`config.mk`:
```
export PLATFORM = sky130hd
export DESIGN_NAME = mioc_wait
export DESIGN_NICKNAME = d
export VERILOG_FILES = /design/src/rtl/mioc_wait.sv
export SDC_FILE = /design/constraint.sdc
export NUM_CORES = 1
export LEC_CHECK = 0
export ABC_AREA = 1
export BUFFER_PORTS_ARGS = -buffer_cell sky130_fd_sc_hd__buf_2
export CAP_MARGIN = 20
export CORE_AREA = 5 5 154 156
export DETAILED_ROUTE_END_ITERATION = 8
export DIE_AREA = 0 0 159 161
export SETUP_SLACK_MARGIN = 0.1
export SYNTH_ARGS = -nofsm -noshare
export SYNTH_HDL_FRONTEND = slang
export SYNTH_SLANG_ARGS = --single-unit
```
`constraint.sdc`:
```
create_clock -name clk -period 1.79 [get_ports clk]
set_clock_uncertainty 0.1 [all_clocks]
set_input_delay 0.2685 -clock clk [delete_from_list [all_inputs] [get_ports clk]]
set_output_delay 0.2685 -clock clk [all_outputs]
set_load 0.005 [all_outputs]
```
`src/rtl/mioc_wait.sv`:
```
// rtl/mioc_wait.sv - CPU data-memory router to RAM or IO channels with ready handshake, stall, timeout and bus error
module mioc_wait #(
    parameter int                DATA_W       = 32,
    parameter int                ADDR_W       = 32,
    parameter int                NUM_IO       = 4,
    parameter logic [ADDR_W-1:0] IO_BASE      = 32'hFFFF_0000,
    parameter int                IO_SPAN_LOG2 = 8,
    parameter int                TIMEOUT      = 15
) (
    input  logic                     clk,
    input  logic                     rst,
    input  logic                     memCe,
    input  logic                     memWr,
    input  logic [ADDR_W-1:0]        memAddr,
    input  logic [DATA_W-1:0]        wtData,
    output logic [DATA_W-1:0]        rdData,
    output logic                     stall,
    output logic                     busErr,
    output logic                     ramCe,
    output logic                     ramWe,
    output logic [ADDR_W-1:0]        ramAddr,
    output logic [DATA_W-1:0]        ramWtData,
    input  logic [DATA_W-1:0]        ramRdData,
    input  logic                     ramRdy,
    output logic [NUM_IO-1:0]        ioCe,
    output logic                     ioWe,
    output logic [ADDR_W-1:0]        ioAddr,
    output logic [DATA_W-1:0]        ioWtData,
    input  logic [NUM_IO*DATA_W-1:0] ioRdData,
    input  logic [NUM_IO-1:0]        ioRdy
);

    localparam int CF_W  = 16 - IO_SPAN_LOG2;
    localparam int CH_W  = (NUM_IO > 1) ? $clog2(NUM_IO) : 1;
    localparam int CNT_W = $clog2(TIMEOUT + 1);

    localparam logic [1:0] S_IDLE = 2'd0;
    localparam logic [1:0] S_ACC  = 2'd1;
    localparam logic [1:0] S_DONE = 2'd2;
    localparam logic [1:0] S_ERR  = 2'd3;

    logic [1:0]        state_q, state_d;
    logic [ADDR_W-1:0] addr_q, addr_d;
    logic [DATA_W-1:0] wdata_q, wdata_d;
    logic [DATA_W-1:0] rdata_q, rdata_d;
    logic              wr_q, wr_d;
    logic              io_q, io_d;
    logic [CH_W-1:0]   chan_q, chan_d;
    logic [CNT_W-1:0]  cnt_q, cnt_d;

    logic              io_hit;
    logic              unmapped;
    logic [CF_W-1:0]   chan_full;
    logic              rdy_sel;
    logic [DATA_W-1:0] rd_sel;
    logic              acc;

    // Address decode of the live CPU request; only consulted in IDLE
    always_comb begin
        io_hit    = (memAddr[ADDR_W-1:16] == IO_BASE[ADDR_W-1:16]);
        chan_full = memAddr[15:IO_SPAN_LOG2];
        unmapped  = io_hit && (int'(chan_full) >= NUM_IO);
    end

    // Pick ready and read data of the latched target only; all other targets are ignored
    always_comb begin
        rdy_sel = ramRdy;
        rd_sel  = ramRdData;
        if (io_q) begin
            rdy_sel = 1'b0;
            rd_sel  = '0;
            for (int k = 0; k < NUM_IO; k++) begin
                if (chan_q == CH_W'(k)) begin
                    rdy_sel = ioRdy[k];
                    rd_sel  = ioRdData[k*DATA_W +: DATA_W];
                end
            end
        end
    end

    // Access sequencing: latch request in IDLE, wait for ready or timeout in ACC
    always_comb begin
        state_d = state_q;
        addr_d  = addr_q;
        wdata_d = wdata_q;
        rdata_d = rdata_q;
        wr_d    = wr_q;
        io_d    = io_q;
        chan_d  = chan_q;
        cnt_d   = cnt_q;
        case (state_q)
            S_IDLE: begin
                if (memCe) begin
                    addr_d  = memAddr;
                    wdata_d = wtData;
                    wr_d    = memWr;
                    io_d    = io_hit;
                    chan_d  = CH_W'(chan_full);
                    cnt_d   = '0;
                    state_d = unmapped ? S_ERR : S_ACC;
                end
            end
            S_ACC: begin
                if (rdy_sel) begin
                    rdata_d = wr_q ? '0 : rd_sel;
                    state_d = S_DONE;
                end else if (cnt_q == CNT_W'(TIMEOUT - 1)) begin
                    state_d = S_ERR;
                end else begin
                    cnt_d = cnt_q + CNT_W'(1);
                end
            end
            default: state_d = S_IDLE;
        endcase
    end

    // State and latch registers; reset abandons any in-flight access
    always_ff @(posedge clk or negedge rst) begin
        if (!rst) begin
            state_q <= S_IDLE;
            addr_q  <= '0;
            wdata_q <= '0;
            rdata_q <= '0;
            wr_q    <= 1'b0;
            io_q    <= 1'b0;
            chan_q  <= '0;
            cnt_q   <= '0;
        end else begin
            state_q <= state_d;
            addr_q  <= addr_d;
            wdata_q <= wdata_d;
            rdata_q <= rdata_d;
            wr_q    <= wr_d;
            io_q    <= io_d;
            chan_q  <= chan_d;
            cnt_q   <= cnt_d;
        end
    end

    // Target strobes come from latched state only, so they are exclusive and stable during ACC
    always_comb begin
        acc       = (state_q == S_ACC);
        ramCe     = acc && !io_q;
        ramWe     = acc && !io_q && wr_q;
        ramAddr   = addr_q;
        ramWtData = wdata_q;
        ioWe      = acc && io_q && wr_q;
        ioAddr    = addr_q;
        ioWtData  = wdata_q;
        ioCe      = '0;
        for (int k = 0; k < NUM_IO; k++) begin
            ioCe[k] = acc && io_q && (chan_q == CH_W'(k));
        end
    end

    // CPU-side status; stall is gated by reset so it drops without a clock edge
    always_comb begin
        stall  = rst && memCe && ((state_q == S_IDLE) || (state_q == S_ACC));
        busErr = (state_q == S_ERR);
        rdData = (state_q == S_DONE) ? rdata_q : '0;
    end

endmodule
```
==> metrics.md <==
| Metric | Value |
|---|---|
| Run status | complete, no violations |
| Largest family of logic cells by synthesized area | simple AND/OR/NAND/NOR gates |
| Slew headroom | 0.591 |
| Syn nets | 1074 |
| Reported max-cap violation count | 0 |
| Crit. Startpoint | state_q[0]$_DFFE_PN0P_ |
| Crit path largest cell delay | 0.43 ns |
| CP required | 1.42 ns |
| Filler instances | 2307 |
| Post-Synth XOR/XNOR Area | 0.00273 |
| Final HPWL DP | 18200 um |
| Gpl congestion | 0.846 |
| Top cells by area, synth | dfrtp_1 (41%), nand2_1 (14%), mux2_2 (9.3%) |
| EDFF count, synth | 0 |
| CTS tree | done |
| Worst-Margin Slew | 0.614 ns |
| # IOs | 402 |
| Overall routing resource usage | 0.175 |
| Gr ovfl total | 0 |
| Hold Slack | ~0.048 ns |
| CP arrival | about 1.4 ns |
| Footprint of the multi-input gates | about 3400 um^2 |
| Syn Inst Count | around 840 |
| Leakage | 0.00515 uW |
| Delay-heaviest family, CP | buffers and inverters |
| Slew Limit Fails | 0 |
| Crit path kind | flip-flop to primary output |
| Fin area | 9600 um^2 |
| Post-synthesis sequential area ratio | 0.406 |
| Layout cell share with drive strength beyond 1 | 0.543 |
| Synth unique cells | 28 |
| Startpoint type of the worst setup path | flip-flop |
| Achievable Freq | 562 MHz |
| Final #Nets | 1422 |
| Hold wc startpoint | wtData[19] |
| Crit end category | primary output |
| First-iteration detailed-routing DRC count | 464 |
| Row count | 55 |
| Register Area | between 2000 and 3000 um^2 |
| Tightest Hold Check Type | input pin to flip-flop |
| Port Buffers | 401 |
| Initial antenna violation count | 3 |
| RSZ-0062 raised after global routing | yes |
| Post-Synth Adder-Cell Area | 0.00390 |
| Final setup violation count | 0 |
| Worst path bufs/invs | 3 |
| TNS Setup | 0 ns |
| CTS H-tree lvls | 3 |
| WL final | 24500 um |
| #FFs+latches synth | 104 |
| Syn avg cell area | 7.64 um^2 |
| Via count | approximately 6800 |
| Die area | 25600 um^2 |
| Largest net degree at the start of global routing | between 60 and 70 |
| Fin crit share | 0.993 |
| Clock latency on the worst-skew pair | 0.35 ns |
| Root Driver | clkbuf_16 |
| Wire per inst | roughly 17 um |
| Core box area | 22200 um^2 |
| Area grow syn2layout | 49.7% |
| Minimum clock period | 1.78 ns |
| Synth Flop Type | dfrtp_1 |
| Synthesized cell area | 6410 um^2 |
| CTS Sinks | 104 |
| Vias in the first global route | 6697 |
| Yosys top cell area share | 0.406 |
| Multiplexer share of the synthesized area | 0.0931 |
| Post-synth top area cell | dfrtp_1 |
| Endpoints failing hold | 0 |
| Power Dens Cells | 1590 nW/um^2 |
| Via density | ~4.6 |
| First-pass GRT wire length | 36400 um |
| Post-DP Area | 8310 um^2 |
| Deepest clock path buffer count | 2 |
| TritonCTS Buffers | 9 |
| Drt pass-1 iters | 5 |
| Vert. Die Dim | 161 um |
| CP max stage cell | dfrtp_1 |
| Initial Util | 0.289 |
| Max VDD drop | between 0.7 and 0.8 mV |
| DRC | 0 |
| Clock Pin Slew Worst Setup and Hold Paths | 0.08 ns |
| Critical path peak fanout | 8 |
| Synth Area in Compound Gates | 0.0856 |
| Yosys warning count | 0 |
| Antenna viol nets, final | 0 |
| Crit path cell chain | inv_4 > nand2_8 > clkbuf_16 > nor2_4 > buf_2 |
| Reg2reg start | ioAddr[9]$_DFFE_PN0P_ |
| Die width | roughly 160 um |
| FFs w/ async S/R, synth | 1.00 |
| Simple-Gate Fraction of Synth Area | 0.248 |
[where the power goes]
group          internal, uW  leakage (uW)  switching, uW
sequential             3420       0.00128            921
clock                   973      0.000140            966
combinational          4060       0.00373           4890
total                  8450       0.00515           6770
[worst register-to-register path, stage by stage, from the launching register on]
cell and delay, ns:
dfrtp_2 0.48, buf_4 0.17, inv_4 0.07, nand3_2 0.07
nand3_2 0.09, nand2_2 0.06, nand2_4 0.13, nand2_8 0.14
buf_12 0.16, inv_8 0.07, nand2_1 0.05, nand2_1 0.05
[cell type report]
cell class,instances,share of cell area
Antenna cell,2,0.000521
Multi-Input combinational cell,548,0.353
Timing Repair inverter,3,0.00404
Inverter,77,0.0322
Timing Repair Buffer,444,0.271
Sequential cell,104,0.272
Tap cell,285,0.0371
Clock buffer,9,0.0235
Clock inverter,7,0.00664
[cells in the mapped netlist, types with 3 or more instances]
cell type,number
nand2_1,231
dfrtp_1,104
nor2_1,77
inv_1,75
buf_4,68
o21ai_0,58
mux2_2,53
nand3_1,52
buf_2,24
a21oi_1,21
nor3_1,20
a21o_1,15
clkbuf_1,12
buf_6,5
a31oi_1,3
nand4_1,3
o21a_1,3
or2_2,3
[metal layers]
| layer | routed length [um] | part of all wire | vias up | GRT usage |
|---|---|---|---|---|
| li1 | - | - | 3296 | - |
| met1 | 10100 | 0.41 | 3183 | 0.220 |
| met2 | 12300 | 0.50 | 262 | 0.300 |
| met3 | 1560 | 0.064 | 33 | 0.0408 |
| met4 | 444 | 0.018 | 2 | 0.0500 |
| met5 | 13 | 0.00053 | - | 0 |
[registers in the layout (all words and copies together) (netlist names)]
register / flops
rdata_q: 32
cnt_q: 4
io_q: 1
ioAddr: 32
ioWtData: 32
wr_q: 1
state_q: 2
[layout by cell type (no fill, tap or decap), types with 4 or more instances in the layout]
cell type / n
dfrtp_2: 4
nor3_1: 17
nor2_1: 36
nand3_2: 4
nand2_2: 40
inv_1: 72
buf_6: 12
nand2_4: 22
buf_12: 9
nand2_1: 169
buf_2: 395
a21o_1: 15
mux2_2: 53
buf_4: 21
a21oi_1: 17
o21ai_0: 57
dfrtp_1: 100
nor2_4: 31
a21oi_2: 4
clkbuf_16: 12
nor2_2: 12
nand3_1: 48
[worst paths after layout]
path                                             to  slack (ns)  depth (start not counted)
setup / recovery                         rdData[14]        0.01                          5
hold / removal             ioWtData[19]$_DFFE_PN0P_        0.05                          2
setup reg to reg            rdata_q[18]$_DFFE_PN0P_        0.07                         11
hold reg to reg              rdata_q[7]$_DFFE_PN0P_        0.39                          2
max in group asynchronous          wr_q$_DFFE_PN0P_        0.63                          3
min in group asynchronous   ioWtData[1]$_DFFE_PN0P_        0.40                          3
[through the flow]
stage,cells,setup slack (ns),util,total power (uW)
CTS,1463,-0.00745,0.401,14100
global placement,1440,0.0913,0.374,11500
global route,1479,-0.0518,0.432,16500
finish,1479,0.0118,0.432,15200
floorplan,839,0.302,-,9250
detailed placement,1440,0.0587,0.374,11600
[logic make-up after synthesis]
group,count (synthesis)
adder cells (fa/ha/maj),2
buffers and inverters,188
multiplexers,53
XOR/XNOR,2
flip-flops,104
AND/OR/NAND/NOR,390
AO/OA/AOI/OAI,100
[what timing repair did]
action,4_1_cts,5_1_grt
gates cloned,2,7
pin swaps,5,43
endpoints found under the hold margin,57,0
endpoints found under the setup margin,62,78
resized for setup,63,151
hold buffers,1,0
setup buffers,4,7
Note: power is estimated with default switching activity, not from simulation.
